### config.mk
export PLATFORM = sky130hd
export DESIGN_NAME = bt_cmd_decoder
export DESIGN_NICKNAME = d
export VERILOG_FILES = /design/src/rtl/bt_cmd_decoder_pkg.sv /design/src/rtl/bt_timeout_cnt.sv /design/src/rtl/bt_cmd_decoder.sv
export SDC_FILE = /design/constraint.sdc
export NUM_CORES = 1
export LEC_CHECK = 0
export ABC_AREA = 1
export CORE_AREA = 2 2 109 111
export DETAILED_ROUTE_END_ITERATION = 16
export DIE_AREA = 0 0 111 113
export GPL_ROUTABILITY_DRIVEN = 0
export SLEW_MARGIN = 0
export SYNTH_ARGS = -nofsm -noshare
export SYNTH_HDL_FRONTEND = slang
export SYNTH_SLANG_ARGS = --single-unit
### constraint.sdc
create_clock -name CLK -period 4.93 [get_ports CLK]
set_clock_uncertainty 0.05 [all_clocks]
set_input_delay 0.493 -clock CLK [delete_from_list [all_inputs] [get_ports CLK]]
set_output_delay 0.493 -clock CLK [all_outputs]
set_load 0.02 [all_outputs]
### src/rtl/bt_cmd_decoder_pkg.sv
// Shared constants and types for the Bluetooth command frame decoder:
// command codes, motion encoding, default header byte and parser states.
package bt_cmd_decoder_pkg;

  localparam logic [7:0] HDR_BYTE_DEF = 8'hA5;

  localparam logic [7:0] CMD_STOP     = 8'h00;
  localparam logic [7:0] CMD_FWD      = 8'h01;
  localparam logic [7:0] CMD_BACK     = 8'h02;
  localparam logic [7:0] CMD_LEFT     = 8'h03;
  localparam logic [7:0] CMD_RIGHT    = 8'h04;
  localparam logic [7:0] CMD_AUTO_ON  = 8'h05;
  localparam logic [7:0] CMD_AUTO_OFF = 8'h06;

  typedef enum logic [2:0] {
    MOT_STOP  = 3'd0,
    MOT_FWD   = 3'd1,
    MOT_BACK  = 3'd2,
    MOT_LEFT  = 3'd3,
    MOT_RIGHT = 3'd4
  } motion_e;

  typedef enum logic [1:0] {
    ST_IDLE,
    ST_GOT_HDR,
    ST_GOT_CMD,
    ST_GOT_SPD
  } state_e;

  function automatic logic cmd_is_valid(input logic [7:0] cmd);
    return cmd <= CMD_AUTO_OFF;
  endfunction

endpackage

### src/rtl/bt_timeout_cnt.sv
// Clear/enable cycle counter that pulses tc_o on the edge where it reaches
// LIMIT-1; optionally saturates there so the pulse is one-shot.
module bt_timeout_cnt #(
  parameter int unsigned LIMIT    = 1000,
  parameter bit          SATURATE = 1'b0
) (
  input  logic clk_i,
  input  logic rst_i,
  input  logic clr_i,
  input  logic en_i,
  output logic tc_o
);

  localparam int unsigned W = (LIMIT > 2) ? $clog2(LIMIT) : 1;
  localparam logic [W-1:0] LAST = W'(LIMIT - 1);
  localparam logic [W-1:0] PRE  = W'(LIMIT - 2);

  logic [W-1:0] cnt_q;
  logic [W-1:0] cnt_d;

  always_comb begin
    cnt_d = cnt_q;
    if (clr_i) begin
      cnt_d = '0;
    end else if (en_i) begin
      if (cnt_q == LAST) begin
        cnt_d = SATURATE ? LAST : '0;
      end else begin
        cnt_d = cnt_q + W'(1);
      end
    end
  end

  always_ff @(posedge clk_i) begin
    if (rst_i) begin
      cnt_q <= '0;
    end else begin
      cnt_q <= cnt_d;
    end
  end

  // A clear in the same cycle always beats expiry.
  assign tc_o = en_i && !clr_i && (cnt_q == PRE);

endmodule

### src/rtl/bt_cmd_decoder.sv
// Parses 4-byte HDR/CMD/SPD/CHK frames from the UART byte stream into
// registered motion/speed/mode outputs, with byte timeout and link watchdog.
module bt_cmd_decoder
  import bt_cmd_decoder_pkg::*;
#(
  parameter logic [7:0]  HDR_BYTE     = HDR_BYTE_DEF,
  parameter int unsigned BYTE_TIMEOUT = 1000000,
  parameter int unsigned LINK_TIMEOUT = 50000000
) (
  input  logic       CLK,
  input  logic       RST,
  input  logic       RX_vld,
  input  logic [7:0] RXData,
  output logic [2:0] motion,
  output logic [7:0] speed,
  output logic       auto_mode,
  output logic       cmd_vld,
  output logic       frame_err,
  output logic       link_ok
);

  state_e     state_q, state_d;
  logic [7:0] cmd_q, cmd_d;
  logic [7:0] spd_q, spd_d;
  motion_e    motion_q, motion_d;
  logic [7:0] speed_q, speed_d;
  logic       auto_q, auto_d;
  logic       cmd_vld_q, cmd_vld_d;
  logic       frame_err_q, frame_err_d;
  logic       link_ok_q, link_ok_d;

  logic accept;
  logic byte_tc;
  logic link_tc;

  // Kept outside the main comb block so the watchdog clear has no false loop.
  assign accept = (state_q == ST_GOT_SPD) && RX_vld &&
                  (RXData == (cmd_q ^ spd_q)) && cmd_is_valid(cmd_q);

  bt_timeout_cnt #(
    .LIMIT   (BYTE_TIMEOUT),
    .SATURATE(1'b0)
  ) u_byte_to (
    .clk_i(CLK),
    .rst_i(RST),
    .clr_i(RX_vld || (state_q == ST_IDLE)),
    .en_i (state_q != ST_IDLE),
    .tc_o (byte_tc)
  );

  bt_timeout_cnt #(
    .LIMIT   (LINK_TIMEOUT),
    .SATURATE(1'b1)
  ) u_link_wd (
    .clk_i(CLK),
    .rst_i(RST),
    .clr_i(accept),
    .en_i (1'b1),
    .tc_o (link_tc)
  );

  always_comb begin
    state_d     = state_q;
    cmd_d       = cmd_q;
    spd_d       = spd_q;
    motion_d    = motion_q;
    speed_d     = speed_q;
    auto_d      = auto_q;
    link_ok_d   = link_ok_q;
    cmd_vld_d   = 1'b0;
    frame_err_d = 1'b0;

    if (byte_tc) begin
      state_d     = ST_IDLE;
      frame_err_d = 1'b1;
    end else if (RX_vld) begin
      case (state_q)
        ST_IDLE:    if (RXData == HDR_BYTE) state_d = ST_GOT_HDR;
        ST_GOT_HDR: begin
          cmd_d   = RXData;
          state_d = ST_GOT_CMD;
        end
        ST_GOT_CMD: begin
          spd_d   = RXData;
          state_d = ST_GOT_SPD;
        end
        default: begin
          state_d     = ST_IDLE;
          frame_err_d = !accept;
        end
      endcase
    end

    if (accept) begin
      cmd_vld_d = 1'b1;
      link_ok_d = 1'b1;
      case (cmd_q)
        CMD_STOP: begin
          motion_d = MOT_STOP;
          speed_d  = 8'h00;
        end
        CMD_FWD, CMD_BACK, CMD_LEFT, CMD_RIGHT: begin
          motion_d = motion_e'(cmd_q[2:0]);
          speed_d  = spd_q;
        end
        CMD_AUTO_ON:  auto_d = 1'b1;
        CMD_AUTO_OFF: auto_d = 1'b0;
        default: ;
      endcase
    end else if (link_tc) begin
      motion_d  = MOT_STOP;
      speed_d   = 8'h00;
      auto_d    = 1'b0;
      link_ok_d = 1'b0;
    end
  end

  always_ff @(posedge CLK) begin
    if (RST) begin
      state_q     <= ST_IDLE;
      cmd_q       <= 8'h00;
      spd_q       <= 8'h00;
      motion_q    <= MOT_STOP;
      speed_q     <= 8'h00;
      auto_q      <= 1'b0;
      cmd_vld_q   <= 1'b0;
      frame_err_q <= 1'b0;
      link_ok_q   <= 1'b0;
    end else begin
      state_q     <= state_d;
      cmd_q       <= cmd_d;
      spd_q       <= spd_d;
      motion_q    <= motion_d;
      speed_q     <= speed_d;
      auto_q      <= auto_d;
      cmd_vld_q   <= cmd_vld_d;
      frame_err_q <= frame_err_d;
      link_ok_q   <= link_ok_d;
    end
  end

  assign motion    = motion_q;
  assign speed     = speed_q;
  assign auto_mode = auto_q;
  assign cmd_vld   = cmd_vld_q;
  assign frame_err = frame_err_q;
  assign link_ok   = link_ok_q;

endmodule

After elaboration in Yosys (flattened, before gate mapping)
Cells that the tools add are included.
Word-level totals
  bits in registers: 79
  bits of input ports: 11
  latch bits: 0
  bits in read-only memories: 0
  RAM bits: 0
  memories kept: 0
  word-level logic and storage cells: 77
  output and inout port bits: 15
Operators by class
  multiply operators: 0
  shifts and indexed selects: 0
  bitwise operators: 2
  reduce and logical (&&, ||, !) cells: 24
  divide/modulo/power cells: 0
  multiplexer cells: 18
  order comparisons: 1
  equality and inequality tests: 18
  $add $sub $neg: 2
Operators with widths (number)
  equality test 26 bit, second input constant: 2
  equality test 20 bit, second input constant: 2
  adder 26 x 1 -> 26 bit, second input constant: 1
  two-way mux 26 bit: 1
  equality test 8 x 3 -> 1 bit, second input constant: 3
  adder 20 x 1 -> 20 bit, second input constant: 1
  two-way mux 20 bit: 1
  equality test 8 x 2 -> 1 bit, second input constant: 2
  two-way mux 8 bit: 2
  one-hot mux 8 bit (2 select lines): 1
  equality test 8 x 1 -> 1 bit, second input constant: 1
  equality test 8 bit: 1
  equality test 8 bit, second input constant: 1
  <= comparator 8 x 3 -> 1 bit, second input constant: 1
  zero test 8 bit: 1
  XOR 8 bit: 1
  two-way mux 1 bit: 7
  logical AND 1 bit: 6
  two-way mux 3 bit: 2
  inequality test 3 bit, second input constant: 2
  one-hot mux 2 bit (3 select lines): 1
  one-hot mux 3 bit (2 select lines): 1
  AND reduction 2 bit: 3
  AND reduction 3 bit: 2
  other kinds (13): 19

Depth between registers and ports, before layout
  depth after elaboration: 8
  depth in mapped cells: 14
  mapped depth without buffers: 14

By module
From an unflattened synthesis, not the netlist that was laid out.
Second synthesis, totals
  cells, all modules: 727
  area total of the unflattened synthesis: 4733.3 µm²
Modules (own cells, without submodules)
  bt_cmd_decoder: seq. area each 660.6 µm², area an instance 2004.4 µm², cells an instance 319, times used 1
  bt_timeout_cnt (u_link_wd): seq. area each 520.5 µm², area an instance 1606.5 µm², cells an instance 234, times used 1
  bt_timeout_cnt (u_byte_to): seq. area each 400.4 µm², area an instance 1122.3 µm², cells an instance 174, times used 1

Worst setup path after synthesis
OpenSTA, ideal clock, no wires.
  path kind: flip-flop to flip-flop
  start point: register state_q[0]
  end point: register u_byte_to.cnt_q[18]
  arrival time: 1.634 ns
  library setup time: 0.122 ns
  data required time: 4.758 ns
  slack: 3.125 ns
  period minus slack after synthesis: 1.805 ns
  path buffers: 1
  cell stages (with the launch flop): 14
  cell sequence: dfxtp_1 > inv_1 > ha_1 > buf_6 > inv_4 > nand2_4 > nor2_4 > nand2_1 > nor2_2 > nand2_2 > nor2_4 > nand3_2 > o21ai_0 > a21oi_1
On the way
  word-level cells in the longest chain between the ends: 3
  elaborated cells between the ends (all ways): 4
  those cells by class: 4 x reduce/logical
Ends and longest elaborated chain
  start, declared: line bt_cmd_decoder.sv:22  | state_e state_q, state_d;
  start signal, assigned: line bt_cmd_decoder.sv:130  | state_q <= state_d;
  zero test 2 bit: line bt_cmd_decoder.sv:46  | .clr_i(RX_vld || (state_q == ST_IDLE)),
  logical OR 1 bit: line bt_cmd_decoder.sv:46
  OR reduction 2 bit (no source line)
  end signal, assigned: line bt_timeout_cnt.sv:38  | cnt_q <= cnt_d;
  end, declared: line bt_timeout_cnt.sv:18  | logic [W-1:0] cnt_q;
Parallel ways exist; a longest one is shown, timed or not.
A chain may end at the register's enable or synchronous reset.

Final worst setup path
Ends and elaborated chain as after synthesis.

==> impl_results.md <==
* First-pass GRT wire length at about 17,000 um
* DP Cell Count at 785
* Die area at around 13,000 um2
* Setup CP Type: flop to flop
* Largest net degree at the start of global routing at 31
* Top delay family on crit path: simple AND/OR/NAND/NOR gates
* Yosys reg bits at 79
* Post-synth EDFFs at 0
* Core area at between 10,000 and 15,000 um2
* IO Pins at 26
* CTS sink cnt at a little under 80
* Element type at the critical path start: flop
* Gr usage total at approximately 17%
* Commonest non-fill, non-tap cells in the layout: nand2_1 (117), inv_1 (80), dfxtp_1 (79), nor2_1 (64), nand3_1 (50)
* Post-CTS Hold Buffers at 0
* Synth unique cells at 42
* Sequential-to-total area share from yosys stat at 35.6%
* Crit-path slowest cell: dfxtp_1
* Final wirelength at ~10000 um
* Drt via density at between 4 and 5
* Leakage power at roughly 2.0 nW
* Die Y at 113 um
* DRC at 0
* Synth area leaders: dfxtp_1 (36%), nand2_1 (9.9%), inv_1 (6.8%), nand3_1 (5.6%), nor2_1 (5.4%)
* CTS max path bufs at 2
* H-tree depth at 3
* Post-synth top area cell: dfxtp_1
* Initial antenna violation count at 0
* CP max stage delay at approximately 380 ps
* Syn avg cell area at approximately 7.1 um2
* Nets at ~670
* Vias in the first global route at between 3,000 and 4,000
* Time the worst path needs with I/O delays and setup at ~2100 ps
* Starting DRT DRC Count at approximately 230
* Tcrit/Tclk final at roughly 43%
* 1st-pass router iterations at 5
* Post-Syn Instances at roughly 630
* Post-CTS setup buffer count at 0
* Setup Viol. Count Final at 0
* Port buffer count at 25
* Worst-path maximum fanout at 9
* FMAX at 0.468 GHz
* Post-Syn Area at about 4400 um2
* Max Cap Violations at 0
* Layout Cells excl Fill at roughly 800
* RSZ-0062 raised after global routing: no
* Yosys warning total at 0
* Crit path DAT at between 2000 and 2500 ps
* PostCTS Resize Cnt at 0
* Critical path required time at roughly 5100 ps
* Synth async-reset ratio at 0%
* Worst Path Buf+Inv at 2
* Share of layout cells above drive strength 1 at a little over an eighth
* Setup TNS at 0 ps
* Clk pin slew, worst setup/hold paths at about 60 ps
* Total CTS buffers at 9
* Met3 Routed Length at 255 um
* Final HPWL DP at 7580 um
* Final hold viol count at 0
* CTS root buffer: clkbuf_16
* P&R area growth vs syn at 14.9%
* Commonest non-fill, non-tap cell in the layout: nand2_1
* CTS tree: built
* Outcome: finished clean
* Most common flop cell mapped by yosys: dfxtp_1
* Top-area cell type share of the netlist area at 35.6%
* Wl on met1 at around 4700 um
* Routed WL per cell at between 10 and 15 um
* Slew @ Worst Pin at ~800 ps
* Post-Syn Nets at about 650
* # rows at 39
* Pins Over Slew Limit at 0
* Grt ovf at 0
* Via count at 3,907
* HP Class: flop to flop
* Highest metal used: met4
* Met2 wire len at approximately 4700 um
* Die width at 111 um
* Ant. Diodes at 0
* Crit. End Element: flop
* Critical path, cell by cell: inv_1 -> ha_1 -> inv_4 -> nand2_4 -> nor2_4 -> nand2_1 -> nor2_2 -> nand2_2 -> nor2_4 -> nand3_2 -> o21ai_0 -> a21oi_1
* Worst path most repeated cell: nor2_4
* PD cells at around 270 nW/um2
* Clk_lat worst skew at 340 ps
* Initial Util at about two fifths
* Post-route ant nets at 0
* Worst slew margin at between 40% and 50%
* VDD IR-drop max at approximately 0.25 mV
## per-layer routing
layer  track usage [%]  vias up
met5                 0        -
met4              5.25        0
met3              3.70        7
met2              28.8       43
met1              20.9     1782
li1                  -     2075
## cells in the mapped netlist, types with 2 or more instances
| master | instances |
|---|---|
| nand2_1 | 117 |
| inv_1 | 80 |
| dfxtp_1 | 79 |
| nor2_1 | 64 |
| nand3_1 | 50 |
| a21oi_1 | 44 |
| nor2_2 | 22 |
| o21ai_0 | 22 |
| nor3_1 | 20 |
| xor2_1 | 17 |
| nand4_1 | 16 |
| nand2_2 | 13 |
| nand3_2 | 9 |
| ha_1 | 8 |
| inv_2 | 8 |
| nor2_4 | 8 |
| clkbuf_1 | 5 |
| nor4_1 | 4 |
| o21ai_1 | 4 |
| xnor2_1 | 4 |
| buf_6 | 3 |
| nand2_4 | 3 |
| nand3_4 | 2 |
| nor2_8 | 2 |
| nor3_2 | 2 |
| nor3b_1 | 2 |
| o21a_1 | 2 |
| or2_2 | 2 |
## through the flow
step / power [mW] / hold slack, ps / area [um2] / setup WS [ps] / utilization, %
global route: 1.40 / 453 / 5100 / 2560 / 45.3
global placement: 0.708 / 418 / 4810 / 2560 / 42.7
CTS: 1.37 / 425 / 5100 / 2770 / 45.3
finish: 1.35 / 426 / 5100 / 2790 / 45.3
detailed placement: 0.709 / 414 / 4810 / 2510 / 42.7
floorplan: 0.690 / 403 / 4440 / 3120 / -
## registers in the layout, indices dropped and copies added (netlist names)
name and cells:
u_link_wd.cnt_q 26, link_ok 1, auto_mode 1, cmd_vld 1, u_byte_to.cnt_q 20, spd_q 8
cmd_q 8, frame_err 1, speed 8, state_q 2, motion 3
## worst reg2reg max path, cell delays in order, from the launching register on
cell     delay, ps
dfxtp_1        380
inv_1           80
ha_1           340
inv_4          160
nand2_4         70
nor2_4         110
nand2_1         90
nor2_2         130
nand2_2         90
nor2_4         140
nand3_2        100
o21ai_0        170
a21oi_1         80
## power by group
group          total (mW)  switching (mW)  internal [mW]
combinational      0.0504          0.0317         0.0187
sequential          0.644         0.00386          0.641
clock               0.659           0.266          0.392
## worst paths after layout
path | startpoint | endpoint | slack [ps] | depth (start not counted)
worst min-delay path | motion[2]$_SDFFE_PP0P_ | motion[2]$_SDFFE_PP0P_ | 430 | 2
worst max register to register | state_q[0]$_SDFFE_PP0P_ | u_byte_to.cnt_q[18]$_SDFFE_PP0N_ | 2790 | 12
worst max-delay path | state_q[0]$_SDFFE_PP0P_ | u_byte_to.cnt_q[18]$_SDFFE_PP0N_ | 2790 | 12
worst min register to register | motion[2]$_SDFFE_PP0P_ | motion[2]$_SDFFE_PP0P_ | 430 | 2
## cell families after synthesis
logic type / Yosys count / synth area share, %
AND/OR/NAND/NOR: 341 / 39.7
buffers and inverters: 98 / 8.87
AO/OA/AOI/OAI: 79 / 9.41
flip-flops: 79 / 35.6
XOR/XNOR: 21 / 4.14
adder cells (fa/ha/maj): 8 / 2.25
## final cells by class
type | count | area, um2
Clock buffer | 11 | 233
Clock inverter | 5 | 58.8
Fill cell | 1145 | 6170
Inverter | 89 | 337
Multi-Input combinational cell | 449 | 2470
Sequential cell | 79 | 1580
Tap cell | 143 | 179
Timing Repair Buffer | 25 | 250
(Power assumes the default switching activity.)
==> RTL edit: new RTL, same settings <==
The parameter `SATURATE` goes from 1'b1 to 1'b0.
--- a/src/rtl/bt_cmd_decoder.sv
+++ b/src/rtl/bt_cmd_decoder.sv
@@ -51,5 +51,5 @@
   bt_timeout_cnt #(
     .LIMIT   (LINK_TIMEOUT),
-    .SATURATE(1'b1)
+    .SATURATE(1'b0)
   ) u_link_wd (
     .clk_i(CLK),
Formal check against the unedited RTL: same outputs for any inputs over 10 cycles, from zero or initial values and one cycle with RST high; that may be too few to reach the edited logic, so the function may still have changed.
==> RTL edit against the unedited design <==
  * Synthesized cell count increased by 2.2%
  * Via count increased by 2.8%
  * Utilization decreased by 1.2 points
  * Sequential cell count unchanged
  * First-iteration DRC count increased by 9.4%
  * Design area decreased by 2.6%
  * Power increased by 4.6%
  * Setup slack got worse by 0.045 ns
  * Routed wire length increased by 3.2%
  * Synthesized area decreased by 3.6%
  * Critical path type unchanged
  * Largest power group unchanged
==> RTL edit: results (changes against the unedited design) <==
- The cell area reported after detailed placement is 4650 um2 (was 4810 um2).
- The sum of net half-perimeters after detailed placement is 7.64 mm (was 7.58 mm).
- The met2 usage is 29.2% (was 28.8%).
- The multi-input gate count was 463 (was 449).
- The count of H-tree levels built during CTS came to 3 (unchanged).
- The met3 wire length was 294 um (was 255 um).
- The detail-routed via count per cell was 4.94 (was 4.88).
- The post-layout net count is 685 (was 672).
- The post-place setup slack is 2.48 ns (was 2.51 ns).
- Top post-synthesis cells by area: dfxtp_1 (37%), nand2_1 (13%), nor2_1 (7.5%) (was dfxtp_1 (36%), nand2_1 (9.9%), inv_1 (6.8%)).
- The leakage power total came to 1.85 nW (was 1.96 nW).
- The fraction of area in clock buffers and inverters is 6.47% (was 5.71%).
- The worst setup slack for register-to-register paths was 2.75 ns (was 2.79 ns).
- The warning count from the yosys run is 0 (unchanged).
- The worst reg-to-reg path cell count is 10 (was 12).
- The measured slew at the worst slew-check pin came to 0.793 ns (was 0.785 ns).
- The highest fanout seen on the critical path came to 7 (was 9).
- The met3 demand-to-capacity share in global routing is 2.95% (was 3.70%).
- The total area of multi-input combinational cells is 2310 um2 (was 2470 um2).
- The fraction of met1 tracks used by global routing is 20.0% (was 20.9%).
- Top cells by instance count after synthesis: nand2_1 (148), nor2_1 (86), inv_1 (85) (was nand2_1 (117), inv_1 (80), dfxtp_1 (79)).
- The number of antenna violations at the first check in global routing is 0 (unchanged).
- The number of clock buffers in the layout is 10 (was 11).
- The instance count after placement with tap cells included was 798 (was 785).
- The count of buffers inserted at the top-level ports was 25 (unchanged).
- The fraction of area in non-clock buffers is 5.04% (was 4.90%).
- The number of ordinary inverters in the final layout came to 88 (was 89).
- The met2 wire length came to 4.80 mm (was 4.72 mm).
- The first-pass GRT wire length is 17.7 mm (was 17.4 mm).
- The layout filler cell count came to 1126 (was 1145).
- The count of non-filler cells in the finished layout was 813 (was 801).
- The final critical delay including setup and external delays was 2.18 ns (was 2.14 ns).
- The flop and latch count out of synthesis was 79 (unchanged).
- The routed wire length per instance is 12.5 um (was 12.3 um).
- The fraction of the yosys area taken by sequential cells came to 36.9% (was 35.6%).
- The cell count after synthesis came to 640 (was 626).
- The synthesized net count was 659 (was 645).
- The first element of the critical path is state_q[0]$_SDFFE_PP0P_ (unchanged).
- The fraction of layout cells with a size suffix above 1 is 6.12% (was 13.5%).
- The first-iteration detailed-routing DRC count is 255 (was 233).
- The worst endpoint data arrival time is 2.36 ns (was 2.29 ns).
- Status: finished, final reports clean (unchanged).
- The largest vdd supply drop came to 0.141 mV (was 0.251 mV).
- The clock root buffer is clkbuf_16 (unchanged).
- The fraction of standard cell area in multi-input logic is 46.4% (was 48.3%).
- The overall global routing resource usage came to 17.0% (was 16.7%).
- The clock-pin slew on the worst setup and hold paths was 0.06 ns (about the same).
==> RTL edit: logic make-up after synthesis <==
family	after synthesis	synth area share [%]
DFF	79	36.9
and+or+nand+nor	356	37.1
xor gates and xnor gates	19	3.89
adders and majority gates	8	2.34
buffers and inverters	98	9.18
AOI/OAI and AO/OA	80	10.5
==> RTL edit: critical path, delay by kind of cell, from the launching register on <==
kind	cells	cell delay (ns)
flip-flops	1	0.37
AND/OR/NAND/NOR	4	0.72
AO/OA/AOI/OAI	2	0.21
buffers and inverters	3	0.43
adder cells (fa/ha/maj)	1	0.30
==> RTL edit: worst min-delay path by stage <==
stage | from | endpoint | slack, ns | cells past startpoint
floorplan | u_link_wd.cnt_q[0]$_SDFF_PP0_ | u_link_wd.cnt_q[0]$_SDFF_PP0_ | 0.38 | 1
global placement | u_link_wd.cnt_q[0]$_SDFF_PP0_ | u_link_wd.cnt_q[0]$_SDFF_PP0_ | 0.40 | 1
detailed placement | u_link_wd.cnt_q[0]$_SDFF_PP0_ | u_link_wd.cnt_q[0]$_SDFF_PP0_ | 0.41 | 1
CTS | u_link_wd.cnt_q[0]$_SDFF_PP0_ | u_link_wd.cnt_q[0]$_SDFF_PP0_ | 0.43 | 1
global route | u_byte_to.cnt_q[18]$_SDFFE_PP0N_ | u_byte_to.cnt_q[18]$_SDFFE_PP0N_ | 0.47 | 2
finish | u_link_wd.cnt_q[0]$_SDFF_PP0_ | u_link_wd.cnt_q[0]$_SDFF_PP0_ | 0.42 | 1
==> RTL edit: power breakdown <==
part / switching [mW] / total (mW) / internal [mW]
combinational: 0.0300 / 0.0475 / 0.0174
sequential: 0.00269 / 0.643 / 0.641
clock: 0.269 / 0.724 / 0.455
total: 0.302 / 1.42 / 1.11
